`src/rtl/dram_fifo_reader_if.sv`:
```
// Read-side stream and RAM-port bundle for dram_fifo_reader.
// level_o exists only when DRAM_FIFO_READER_LEVEL_EN is defined.
interface dram_fifo_reader_if #(
    parameter int DATA_WIDTH = 16,
    parameter int DATA_DEPTH = 4
);
    logic [DATA_DEPTH:0]   wptr;
    logic [DATA_DEPTH-1:0] ar;
    logic [DATA_WIDTH-1:0] qr;
    logic [DATA_DEPTH:0]   rptr;
    logic [DATA_WIDTH-1:0] out_data;
    logic                  out_valid;
    logic                  out_ready;
    logic                  flush;
    logic                  ovf;
`ifdef DRAM_FIFO_READER_LEVEL_EN
    logic [DATA_DEPTH:0]   level_o;
`endif

    // Reader side: consumes wptr/qr, produces the stream and pointer
    modport slave (
        input  wptr,
        input  qr,
        input  out_ready,
        input  flush,
        output ar,
        output rptr,
        output out_data,
        output out_valid,
`ifdef DRAM_FIFO_READER_LEVEL_EN
        output level_o,
`endif
        output ovf
    );

    // Environment side: writer, RAM and consumer
    modport master (
        output wptr,
        output qr,
        output out_ready,
        output flush,
        input  ar,
        input  rptr,
        input  out_data,
        input  out_valid,
`ifdef DRAM_FIFO_READER_LEVEL_EN
        input  level_o,
`endif
        input  ovf
    );
endinterface

```
`src/rtl/dram_fifo_reader.sv`:
```
// Read controller for a distributed-RAM FIFO: drives the RAM read address,
// registers one word into a valid/ready stage. Optional macro DRAM_FIFO_READER_LEVEL_EN.
module dram_fifo_reader #(
    parameter int DATA_WIDTH = 16,
    parameter int DATA_DEPTH = 4
) (
    input logic               clk,
    input logic               rst_n,
    dram_fifo_reader_if.slave bus
);
    localparam logic [DATA_DEPTH:0] FULL_LEVEL = {1'b1, {DATA_DEPTH{1'b0}}};
    localparam logic [DATA_DEPTH:0] PTR_ONE    = {{DATA_DEPTH{1'b0}}, 1'b1};

    logic [DATA_DEPTH:0]   rptr_r;
    logic [DATA_DEPTH:0]   rptr_next_s;
    logic [DATA_WIDTH-1:0] out_data_r;
    logic [DATA_WIDTH-1:0] out_data_next_s;
    logic                  out_valid_r;
    logic                  out_valid_next_s;
    logic                  ovf_r;
    logic                  ovf_next_s;
    logic                  empty_s;
    logic                  load_s;
    logic                  overrun_s;
    logic [DATA_DEPTH:0]   level_s;

    // Occupancy decode; the wrap bit makes empty and full distinguishable
    always_comb begin
        empty_s   = (bus.wptr == rptr_r);
        level_s   = bus.wptr - rptr_r;
        overrun_s = (level_s > FULL_LEVEL);
        load_s    = !empty_s && (!out_valid_r || bus.out_ready);
    end

    // Next-state for pointer and output stage, flush outranks everything
    always_comb begin
        rptr_next_s      = rptr_r;
        out_data_next_s  = out_data_r;
        out_valid_next_s = out_valid_r;
        if (bus.flush) begin
            rptr_next_s      = bus.wptr;
            out_valid_next_s = 1'b0;
        end else if (load_s) begin
            rptr_next_s      = rptr_r + PTR_ONE;
            out_data_next_s  = bus.qr;
            out_valid_next_s = 1'b1;
        end else if (out_valid_r && bus.out_ready && empty_s) begin
            out_valid_next_s = 1'b0;
        end else begin
            rptr_next_s      = rptr_r;
            out_valid_next_s = out_valid_r;
        end
    end

    // Sticky overrun flag, cleared only by flush or reset
    always_comb begin
        ovf_next_s = ovf_r;
        if (bus.flush) begin
            ovf_next_s = 1'b0;
        end else if (overrun_s) begin
            ovf_next_s = 1'b1;
        end else begin
            ovf_next_s = ovf_r;
        end
    end

    // State registers
    always_ff @(posedge clk or negedge rst_n) begin
        if (!rst_n) begin
            rptr_r      <= {(DATA_DEPTH+1){1'b0}};
            out_data_r  <= {DATA_WIDTH{1'b0}};
            out_valid_r <= 1'b0;
            ovf_r       <= 1'b0;
        end else begin
            rptr_r      <= rptr_next_s;
            out_data_r  <= out_data_next_s;
            out_valid_r <= out_valid_next_s;
            ovf_r       <= ovf_next_s;
        end
    end

`ifdef DRAM_FIFO_READER_LEVEL_EN
    logic [DATA_DEPTH:0] level_r;
    logic [DATA_DEPTH:0] level_next_s;

    // RAM-resident word count as it will stand after this edge
    always_comb begin
        level_next_s = {(DATA_DEPTH+1){1'b0}};
        if (bus.flush) begin
            level_next_s = {(DATA_DEPTH+1){1'b0}};
        end else begin
            level_next_s = bus.wptr - rptr_next_s;
        end
    end

    // Level register
    always_ff @(posedge clk or negedge rst_n) begin
        if (!rst_n) begin
            level_r <= {(DATA_DEPTH+1){1'b0}};
        end else begin
            level_r <= level_next_s;
        end
    end

    assign bus.level_o = level_r;
`endif

    // Read address follows the pointer so qr is valid in the same cycle
    assign bus.ar        = rptr_r[DATA_DEPTH-1:0];
    assign bus.rptr      = rptr_r;
    assign bus.out_data  = out_data_r;
    assign bus.out_valid = out_valid_r;
    assign bus.ovf       = ovf_r;
endmodule

```
`src/flat_wrapper.sv`:
```
// flat-port wrapper written by rule: the top's interface ports become plain ports
module dram_fifo_reader_flat 
#(
    parameter int DATA_WIDTH = 16,
    parameter int DATA_DEPTH = 4
)
  (clk, rst_n, bus_wptr, bus_qr, bus_out_ready, bus_flush, bus_ar, bus_rptr, bus_out_data, bus_out_valid, bus_ovf);
  dram_fifo_reader_if #(.DATA_WIDTH(DATA_WIDTH), .DATA_DEPTH(DATA_DEPTH)) bus_i ();
  input logic clk;
  input logic rst_n;
  input wire logic [$bits(bus_i.wptr)-1:0] bus_wptr;
  input wire logic [$bits(bus_i.qr)-1:0] bus_qr;
  input wire logic [$bits(bus_i.out_ready)-1:0] bus_out_ready;
  input wire logic [$bits(bus_i.flush)-1:0] bus_flush;
  output wire logic [$bits(bus_i.ar)-1:0] bus_ar;
  output wire logic [$bits(bus_i.rptr)-1:0] bus_rptr;
  output wire logic [$bits(bus_i.out_data)-1:0] bus_out_data;
  output wire logic [$bits(bus_i.out_valid)-1:0] bus_out_valid;
  output wire logic [$bits(bus_i.ovf)-1:0] bus_ovf;
  assign bus_i.wptr = bus_wptr;
  assign bus_i.qr = bus_qr;
  assign bus_i.out_ready = bus_out_ready;
  assign bus_i.flush = bus_flush;
  assign bus_ar = bus_i.ar;
  assign bus_rptr = bus_i.rptr;
  assign bus_out_data = bus_i.out_data;
  assign bus_out_valid = bus_i.out_valid;
  assign bus_ovf = bus_i.ovf;
  dram_fifo_reader #(.DATA_WIDTH(DATA_WIDTH), .DATA_DEPTH(DATA_DEPTH)) u_core (.clk(clk), .rst_n(rst_n), .bus(bus_i));
endmodule
```
`config.mk`:
```
export PLATFORM = sky130hd
export DESIGN_NAME = dram_fifo_reader_flat
export DESIGN_NICKNAME = d
export VERILOG_FILES = /design/src/rtl/dram_fifo_reader_if.sv /design/src/rtl/dram_fifo_reader.sv /design/src/flat_wrapper.sv
export SDC_FILE = /design/constraint.sdc
export NUM_CORES = 1
export LEC_CHECK = 0
export ABC_AREA = 1
export CAP_MARGIN = 20
export CORE_MARGIN = 1
export CORE_UTILIZATION = 47
export DETAILED_ROUTE_END_ITERATION = 8
export PLACE_DENSITY = 0.87
export SETUP_SLACK_MARGIN = 0.05
export SYNTH_ARGS = -nofsm -noshare
export SYNTH_HDL_FRONTEND = slang
export SYNTH_SLANG_ARGS = --single-unit
```
`constraint.sdc`:
```
create_clock -name clk -period 3.83 [get_ports clk]
set_clock_uncertainty 0.1 [all_clocks]
set_input_delay 1.149 -clock clk [delete_from_list [all_inputs] [get_ports clk]]
set_output_delay 1.149 -clock clk [all_outputs]
set_load 0.02 [all_outputs]
```
==> results.cfg, run 1 <==
[yosys]
ys_types = 21
syn_nets = 195
seq_area_frac_synth_pct = 42.1
syn_inst = 164
synth-warning-count = 0
synth_seq_cells = 23
syn-cell-area_um2 = 1370
syn_avg_cell_area_um2 = 8.34

[run_status]
status = complete, no violations

[sta]
setup_viol = 0
tns_ns = 0
maxSlewViolCount = 0
report.final.hold_viol_count = 0
finalCritPeriodShare_pct = 74.3
max_slew_margin_pct = 70.7
post-route-min-period_ns = 2.85
rsz0062_at_grt = false
layout_setup_ws_ns = 0.985
tightestPinTransition_ns = 0.440
fmax_ghz = 0.351

[setup_path]
critPathMaxStageDelay_ns = 0.43
reg2reg_slack_ns = 1.67
start_kind = input pin
crit_required_ns = 3.93
worstReg2RegStart = u_core.bus.rptr[2]$_DFFE_PN0P_
criticalPathCategory = input pin to flip-flop
endpoint = u_core.bus.out_data[3]$_DFFE_PN0P_
crit_slowest_cell = clkdlybuf4s50_1
crit_top_cell = nand2_1
crit_fanout = 32
r2r_cells = 8
critPathCaptureType = flip-flop
path_cells = clkdlybuf4s50_1 -> ha_1 -> nand2_1 -> clkinv_1 -> nand4_4 -> nand3_4 -> nand2_1 -> o21ai_2
r2r_end = u_core.bus.out_data[3]$_DFFE_PN0P_
startpoint = bus_wptr[2]
cp.arrival_ns = 2.94

[cts]
cts_inserted_buffers = 3
clk_pin_slew_ns = 0.12
ctsHtreeMaxLevel = 1
cts.sinks = 23
ctsResizeCount = 0
cts_tree = done
root_buffer = clkbuf_4
cts_hold_buf = 0
cts_setup_buffers = 0
clock_latency_ns = 0.31
ctsLongestPathBuffers = 2

[global_route]
antenna_found_initial = 0
overflow = 0
grtUsageTotal_pct = 18.9
grt_pass1_wl_mm = 4.70
grt_max_degree = 33
grt_pass1_vias = 1091

[final_layout]
final_nets = 244
final_util_pct = 68.1
layout.cells.non_filler = 243
area_delta_synth_final_pct = 37.4
diodes = 0
drive_gt1_share_pct = 11.3

[die]
fp.coreArea_um2 = 2760
dieArea_um2 = 3130
start_util_pct = 49.6
die_w_um = 55.9
fp.dieH_um = 55.9
num_rows = 19
io_pins = 52

[placed_design]
hpwl_mm = 2.15
place_inst = 239
io_buffers = 51
dp_slack_ns = 0.655
routabilityCongestion = 0.791

[routing]
drt_iter0_markers = 24
dr.pass1.iters = 4
routedWlPerCell_um = 11.2
drcViolationCount = 0
vias = 1185
drt-total-wl_mm = 2.72
routed_via_density = 4.88
ant_nets = 0

[power]
p_total_mw = 0.777
power_density_nw_per_um2 = 413
irDropWorstVdd_mv = 0.314
leakagePower_nw = 0.928

[job]
maxCapViolCount = 0

[worst_hold_path]
hp-class = flip-flop to flip-flop
## sequential cells by signal (all words and copies together) (netlist names)
signal / cells
u_core.bus.out_data: 16
u_core.bus.out_valid: 1
u_core.bus.ovf: 1
u_core.bus.rptr: 5
## cell families (layout without fill, tap and decap cells)
kind of cell | Yosys count | after routing | share of synthesized area, %
flops | 23 | 23 | 42.1
compound gates | 24 | 24 | 13.2
xor+xnor | 3 | 3 | 1.92
fa+ha+maj | 6 | 6 | 6.04
buf+inv | 43 | 91 | 14.8
simple gates | 65 | 65 | 22.0
## cell usage after synthesis
master    instances  area [um^2]
buf_8             1         15.0
xor2_1            2         17.5
nand4_4           1         21.3
buf_4             4         30.0
clkbuf_1          1         3.75
clkinv_1          2         7.51
o21ai_0           5         25.0
nand3_4           1         17.5
a21oi_1           3         15.0
nand2_1          42          158
buf_6             2         22.5
fa_1              1         20.0
ha_1              5         62.6
o21ai_2          16          140
nor2_1            4         15.0
inv_1            33          124
dfrtp_1          23          576
nand2_2           2         12.5
nand3_1          14         70.1
xnor2_1           1         8.76
nand4_1           1         6.26
## worst max-delay path: cells and delay by family
kind / cells / cell delay [ns]
AOI/OAI and AO/OA: 1 / 0.07
adders and majority gates: 1 / 0.36
buffers and inverters: 2 / 0.54
and+or+nand+nor: 4 / 0.80
## placed cells by master, fill, tap and decap left out
cell	instances
clkdlybuf4s50_1	51
nand2_1	42
inv_1	33
dfrtp_1	23
o21ai_2	16
nand3_1	14
o21ai_0	5
ha_1	5
nor2_1	4
a21oi_1	3
clkbuf_4	3
nand2_2	2
clkinv_1	2
xor2_1	2
nand4_4	1
nand3_4	1
xnor2_1	1
nand4_1	1
fa_1	1
clkbuf_1	1
buf_4	1
## area by class of cell
class / count / area [um^2]
Clock buffer: 4 / 26.3
Fill cell: 227 / 878
Inverter: 35 / 131
Multi-Input combinational cell: 98 / 589
Sequential cell: 23 / 576
Tap cell: 31 / 38.8
Timing Repair Buffer: 52 / 518
## report_power, final
part	switching (mW)	internal, mW
Combinational	0.185	0.165
Clock	0.0701	0.0407
Sequential	0.0346	0.282
## routing by layer
layer / vias up / routed length, um / global-route usage (%)
met1: 559 / 1160 / 22.9
met3: 4 / 98 / 3.26
met4: 0 / 23 / 4.18
met5: - / 0 / 0
li1: 596 / - / -
met2: 26 / 1440 / 35.1
## per-stage QoR
step / hold slack (ns) / instance area, um^2
after detailed placement: 0.371 / 1850
after global routing: 0.427 / 1880
final: 0.398 / 1880
after CTS: 0.401 / 1880
after global placement: 0.364 / 1850
after floorplan: 0.495 / 1370
## worst min path at each step
| stage | from | slack, ns | cells past startpoint | end |
|---|---|---|---|---|
| 2_1_floorplan | u_core.bus.out_data[0]$_DFFE_PN0P_ | 0.50 | 2 | u_core.bus.out_data[0]$_DFFE_PN0P_ |
| 3_3_place_gp | u_core.bus.out_data[14]$_DFFE_PN0P_ | 0.36 | 2 | u_core.bus.out_data[14]$_DFFE_PN0P_ |
| 3_5_place_dp | u_core.bus.out_data[0]$_DFFE_PN0P_ | 0.37 | 2 | u_core.bus.out_data[0]$_DFFE_PN0P_ |
| 4_1_cts | u_core.bus.out_data[0]$_DFFE_PN0P_ | 0.40 | 2 | u_core.bus.out_data[0]$_DFFE_PN0P_ |
| 5_1_grt | u_core.bus.out_data[14]$_DFFE_PN0P_ | 0.43 | 2 | u_core.bus.out_data[14]$_DFFE_PN0P_ |
| 6_report | u_core.bus.out_data[11]$_DFFE_PN0P_ | 0.40 | 2 | u_core.bus.out_data[11]$_DFFE_PN0P_ |
Note: power is estimated with default switching activity, not from simulation.
==> run 2, diff against run 1 <==
- CORE_UTILIZATION: 47 -> 39
- PLACE_DENSITY: 0.87 -> 0.77
- clock period: 3.83 -> 2.3 ns (I/O delays scaled with it)
==> run 2 against run 1 <==
  * Register-to-register slack lost 1.2 ns
  * Non-clock buffer count grew 9
  * Utilization shrank 8.7 points
  * Critical endpoint is now bus_ar[2]
  * Power grew 68%
  * Die area grew 20%
  * Sequential cell count is the same
  * Hold slack lost 0.0054 ns
  * Worst setup slack lost 0.85 ns
  * Cell count grew 9.9%
  * Combinational power grew 71%
  * First-iteration DRC count grew 17%
  * Via count shrank 4.2%
==> results.cfg, run 2 (synthesis gave the netlist of run 1 again) <==
[placed_design]
hpwl_mm = 2.19
placed_area_um2 = 1950
routabilityCongestion = 0.755
place_inst = 263
io_buffers = 51

[sta]
fmax_ghz = 0.462
maxSlewViolCount = 0
setup_viol = 0
report.final.hold_viol_count = 0
post-route-min-period_ns = 2.16
rsz0062_at_grt = false
tightestPinTransition_ns = 0.276
finalCritPeriodShare_pct = 94.1
max_slew_margin_pct = 81.6

[die]
num_rows = 21
start_util_pct = 41.0
fp.dieH_um = 61.2
io_pins = 52
die_w_um = 61.2
fp.coreArea_um2 = 3340
dieArea_um2 = 3750

[cts]
ctsHtreeMaxLevel = 1
cts_hold_buf = 0
cts_tree = done
ctsLongestPathBuffers = 2
cts.sinks = 23
root_buffer = clkbuf_4
cts_inserted_buffers = 3
clk_pin_slew_ns = 0.11
clock_latency_ns = 0.30

[worst_hold_path]
hp-class = flip-flop to flip-flop

[power]
power_density_nw_per_um2 = 656
irDropWorstVdd_mv = 0.469
switching_share_pct = 36.4
leakagePower_nw = 1.01
p_sw_mw = 0.474
power_frac_seq_pct = 40.5
p_int_mw = 0.828
p_comb_share_pct = 46.0
clkPwrFrac_pct = 13.5

[final_layout]
layout.cells.non_filler = 267
drive_gt1_share_pct = 15.8
largest_register_ffs = 16
layout_common_cells = clkdlybuf4s50_1 (45), nand2_1 (42), inv_1 (33)
regArea_um2 = 578
final_common_cell = clkdlybuf4s50_1
diodes = 0
multi_input_area_um2 = 589
final_nets = 253
area_delta_synth_final_pct = 45.1
nFillCells = 331
fin_area_um2 = 1980

[routing]
drt_iter0_markers = 28
routed_via_density = 4.25
vias = 1135
dr.pass1.iters = 2
ant_nets = 0
drt-total-wl_mm = 2.68
routedWlPerCell_um = 10.0
drcViolationCount = 0

[setup_path]
cp.arrival_ns = 1.37
crit_required_ns = 1.51
cp_top_family = buffers and inverters
criticalPathCategory = flip-flop to primary output
crit_slowest_cell = clkdlybuf4s50_1
critPathCaptureType = primary output
crit_fanout = 7
critPathMaxStageDelay_ns = 0.62
critPathBufInv = 1
reg2reg_slack_ns = 0.51
start_kind = flip-flop
path_cells = clkdlybuf4s50_1

[run_status]
status = complete, no violations

[global_route]
grt_pass1_wl_mm = 4.35
overflow = 0
grtUsageTotal_pct = 15.6
antenna_found_initial = 0
grt_max_degree = 33
grt_pass1_vias = 1018

[job]
maxCapViolCount = 0
-- run 2: cell types whose count changed in the layout (fill, tap and decap cells not counted), sizes merged --
cell and delta:
buf +9, dlymetal6s2s +3, dlygate4sd2 +3, clkdlybuf4s50 -6
-- run 2: per-stage QoR --
stage | TNS [ns] | setup slack (ns) | utilization [%] | hold WS (ns) | power, mW
3_5_place_dp | -1.73 | -0.178 | 58.5 | 0.368 | 1.15
6_report | 0 | 0.137 | 59.5 | 0.393 | 1.30
5_1_grt | 0 | 0.0502 | 59.5 | 0.418 | 1.41
3_3_place_gp | -1.76 | -0.134 | 58.5 | 0.362 | 1.14
2_1_floorplan | 0 | 0.377 | - | 0.294 | 0.890
4_1_cts | 0 | 0.0589 | 59.2 | 0.395 | 1.32
-- run 2: power by group through the flow --
| stage | Clock (mW) | Sequential [mW] | Combinational [mW] |
|---|---|---|---|
| floorplan | 0 | 0.610 | 0.280 |
| CTS | 0.185 | 0.530 | 0.608 |
| global placement | 0 | 0.533 | 0.605 |
| global route | 0.204 | 0.542 | 0.659 |
| finish | 0.176 | 0.527 | 0.600 |
| detailed placement | 0 | 0.537 | 0.614 |
-- run 2: worst paths after layout --
kind                                                startpoint                                   to  cells after the start
max in group asynchronous                                rst_n       u_core.bus.rptr[0]$_DFFE_PN0P_                      2
min in group asynchronous                                rst_n  u_core.bus.out_data[14]$_DFFE_PN0P_                      2
max                             u_core.bus.rptr[2]$_DFFE_PN0P_                            bus_ar[2]                      1
min reg2reg                u_core.bus.out_data[14]$_DFFE_PN0P_  u_core.bus.out_data[14]$_DFFE_PN0P_                      2
max reg2reg                     u_core.bus.rptr[3]$_DFFE_PN0P_   u_core.bus.out_data[0]$_DFFE_PN0P_                      9
min                        u_core.bus.out_data[14]$_DFFE_PN0P_  u_core.bus.out_data[14]$_DFFE_PN0P_                      2
-- run 2: repair_timing --
| item | 4_1_cts | 5_1_grt |
|---|---|---|
| cloned | 0 | 0 |
| buffers inserted | 0 | 0 |
| resized for setup | 4 | 4 |
| endpoints found under the setup margin | 4 | 5 |
-- run 2: final cells by class --
class / count / share of cell area (%)
inverter: 35 / 6.62
multi-input combinational: 98 / 29.7
sequential: 23 / 29.1
timing repair buffer: 61 / 30.3
clock buffer: 4 / 1.32
tap: 46 / 2.90
-- run 2: routing by layer --
metal	GRT usage, %	wire [um]
met1	20.1	1220
met2	26.4	1340
met4	4.55	19
met3	3.36	100
met5	0	0
==> run 3, diff against run 2 <==
--- a/config.mk
+++ b/config.mk
@@ -7,8 +7,8 @@
 export LEC_CHECK = 0
-export ABC_AREA = 1
+export ABC_AREA = 0
 export CAP_MARGIN = 20
 export CORE_MARGIN = 1
-export CORE_UTILIZATION = 39
+export CORE_UTILIZATION = 38
 export DETAILED_ROUTE_END_ITERATION = 8
-export PLACE_DENSITY = 0.77
+export PLACE_DENSITY_LB_ADDON = 0.2
 export SETUP_SLACK_MARGIN = 0.05
==> constraint.sdc (replaced) <==
create_clock -name clk -period 2.3 [get_ports clk]
set_clock_uncertainty 0.1 [all_clocks]
set_input_delay 0.345 -clock clk [delete_from_list [all_inputs] [get_ports clk]]
set_output_delay 0.345 -clock clk [all_outputs]
set_load 0.02 [all_outputs]
==> run 3 against run 2 <==
  * Count of clock-buffer cells in the layout is 1 lower
  * Cell count fell by 25%
  * Area after synthesis is 10% lower
  * Critical path depth up 6
  * Clock power up 7%
  * Largest power group unchanged
  * Non-clock buffer count is 2 lower
  * Largest cell class unchanged
  * Sequential cell count did not move
  * Register-to-register slack got worse by 0.21 ns
  * Global-route usage rose by 0.65 points
  * Critical path type is now flip-flop to flip-flop
  * Synthesized cell count is 40% lower
==> results.cfg, run 3 <==
[run_status]
status = complete, no violations

[final_layout]
drive_gt1_share_pct = 21.2
diodes = 0
layout_common_cells = clkdlybuf4s50_1 (51), dfrtp_1 (23), mux2_4 (10)
final_common_cell = clkdlybuf4s50_1
nFillCells = 290
final_util_pct = 60.3
largest_register_ffs = 16
final_nets = 188
layout.cells.non_filler = 200
area_delta_synth_final_pct = 49.8

[global_route]
grt_pass1_vias = 962
busiest_layer = met2
overflow = 0
grt_pass1_wl_mm = 4.26
grt_max_degree = 24
gr-usage-met3_pct = 3.52
grtUsageTotal_pct = 16.3
met2_usage_pct = 26.0
grtUsageMet1_pct = 21.6
antenna_found_initial = 0

[setup_path]
cp.arrival_ns = 2.11
crit_required_ns = 2.40
criticalPathCategory = flip-flop to flip-flop
start_kind = flip-flop
crit_fanout = 10
critPathMaxStageDelay_ns = 0.50
crit_slowest_cell = dfrtp_1
critPathCaptureType = flip-flop
path_cells = inv_1 -> ha_1 -> nand4_2 -> o21ai_4 -> nor2_4 -> buf_12 -> mux2_4

[cts]
ctsHtreeMaxLevel = 1
clock_latency_ns = 0.31
root_buffer = clkbuf_4
cts_tree = done
cts_inserted_buffers = 3
clk_pin_slew_ns = 0.13
cts.sinks = 23
cts_setup_buffers = 0
ctsResizeCount = 0
ctsLongestPathBuffers = 2
cts_hold_buf = 0

[power]
p_sw_mw = 0.428
leakagePower_nw = 0.804
power_density_nw_per_um2 = 694
power_frac_seq_pct = 41.0
p_int_mw = 0.849
switching_share_pct = 33.5
clkPwrFrac_pct = 14.8
irDropWorstVdd_mv = 0.343
p_comb_share_pct = 44.2

[yosys]
synth-edff-count = 0
syn_inst = 99
syn_nets = 130
synth-warning-count = 0
synth_seq_cells = 23
synth_common_cells = dfrtp_1 (23), mux2_4 (10), nand2_1 (7), inv_1 (6), mux2_2 (6)
synth.most_common_cell = dfrtp_1
synth-main-ff-cell = dfrtp_1
yosysTopAreaCell = dfrtp_1
syn_avg_cell_area_um2 = 12.4
ys_types = 29
async_flop_share_pct = 100
syn-cell-area_um2 = 1230
synth_top_area_share_pct = 46.8
synth_area_leaders = dfrtp_1 (47%), mux2_4 (12%), mux2_2 (5.5%)
seq_area_frac_synth_pct = 46.8

[placed_design]
routabilityCongestion = 0.758
io_buffers = 51
hpwl_mm = 1.98
place_inst = 196

[routing]
drcViolationCount = 0
drt-total-wl_mm = 2.50
routed_via_density = 4.64
routedWlPerCell_um = 12.5
dr.pass1.iters = 4
vias = 927
drt_iter0_markers = 17
ant_nets = 0

[sta]
maxSlewViolCount = 0
setup_viol = 0
fmax_ghz = 0.500
report.final.hold_viol_count = 0
rsz0062_at_grt = false
tightestPinTransition_ns = 0.285
post-route-min-period_ns = 2.00
max_slew_margin_pct = 81.0
finalCritPeriodShare_pct = 87.0

[die]
io_pins = 52
fp.coreArea_um2 = 3050
num_rows = 20
die_w_um = 58.9
start_util_pct = 40.2
fp.dieH_um = 58.9
dieArea_um2 = 3460

[worst_hold_path]
hp-class = input pin to async pin

[job]
maxCapViolCount = 0
==> run 3: cell types whose count changed after synthesis, sizes merged, moves of 2 or more <==
cell	before	now
inv	33	6
or4	0	2
nand2	44	7
xnor2	1	3
mux2	0	16
nand3	15	4
o21ai	21	6
buf	7	5
clkinv	2	0
==> run 3: path summary, 6_finish.rpt <==
path                       slack (ns)  cells past startpoint                             endpoint                           startpoint
setup / recovery                 0.30                      7  u_core.bus.out_data[11]$_DFFE_PN0P_       u_core.bus.rptr[1]$_DFFE_PN0P_
hold / removal                   0.27                      2           u_core.bus.ovf$_DFFE_PN0P_                                rst_n
setup reg to reg                 0.30                      7  u_core.bus.out_data[11]$_DFFE_PN0P_       u_core.bus.rptr[1]$_DFFE_PN0P_
hold reg to reg                  0.43                      1  u_core.bus.out_data[15]$_DFFE_PN0P_  u_core.bus.out_data[15]$_DFFE_PN0P_
max in group asynchronous        1.60                      2  u_core.bus.out_data[11]$_DFFE_PN0P_                                rst_n
min in group clk                 0.43                      1  u_core.bus.out_data[15]$_DFFE_PN0P_  u_core.bus.out_data[15]$_DFFE_PN0P_
==> run 3: power by group through the flow <==
| stage | Combinational (mW) | Clock [mW] | Sequential (mW) |
|---|---|---|---|
| 2_1_floorplan | 0.236 | 0 | 0.609 |
| 3_5_place_dp | 0.568 | 0 | 0.532 |
| 5_1_grt | 0.610 | 0.213 | 0.533 |
| 6_report | 0.564 | 0.189 | 0.524 |
| 4_1_cts | 0.571 | 0.198 | 0.525 |
| 3_3_place_gp | 0.558 | 0 | 0.528 |
==> run 3: kinds of logic after synthesis <==
| family | Yosys count | synth area share, % |
|---|---|---|
| buffers and inverters | 12 | 6.21 |
| xor gates and xnor gates | 6 | 4.89 |
| AOI/OAI and AO/OA | 11 | 5.91 |
| DFF | 23 | 46.8 |
| and+or+nand+nor | 24 | 10.9 |
| adders and majority gates | 6 | 6.72 |
| muxes | 17 | 18.5 |
==> run 3: worst max-delay path, delay by kind of cell, from the launching register on <==
kind	cells	cell delay, ns
buffers and inverters	2	0.24
multiplexers	1	0.30
flip-flops	1	0.50
AO/OA/AOI/OAI	1	0.23
adder cells (fa/ha/maj)	1	0.31
AND/OR/NAND/NOR	2	0.21
==> run 3: routing by layer <==
| layer | wire, um | vias up |
|---|---|---|
| li1 | - | 451 |
| met1 | 1120 | 443 |
| met2 | 1210 | 31 |
| met3 | 147 | 2 |
| met4 | 17 | 0 |
| met5 | 0 | - |
==> run 3: area by class of cell <==
type                            instances  area [um^2]  area share (%)
Timing Repair Buffer                   59          583            31.7
Multi-Input combinational cell         64          577            31.3
Sequential cell                        23          576            31.3
Tap cell                               44         55.1            2.99
Clock buffer                            3         22.5            1.22
Inverter                                6         22.5            1.22
Clock inverter                          1         5.00           0.272
==> run 3: through the flow <==
stage	setup slack, ns	setup TNS [ns]	total power, mW	hold slack (ns)	area [um^2]
after detailed placement	-0.0409	-0.0409	1.10	0.395	1810
after floorplan	0.202	0	0.845	-0.0506	1230
after CTS	0.288	0	1.29	0.281	1840
final	0.298	0	1.28	0.266	1840
after global routing	0.175	0	1.36	0.278	1840
after global placement	0.0457	0	1.09	0.391	1810
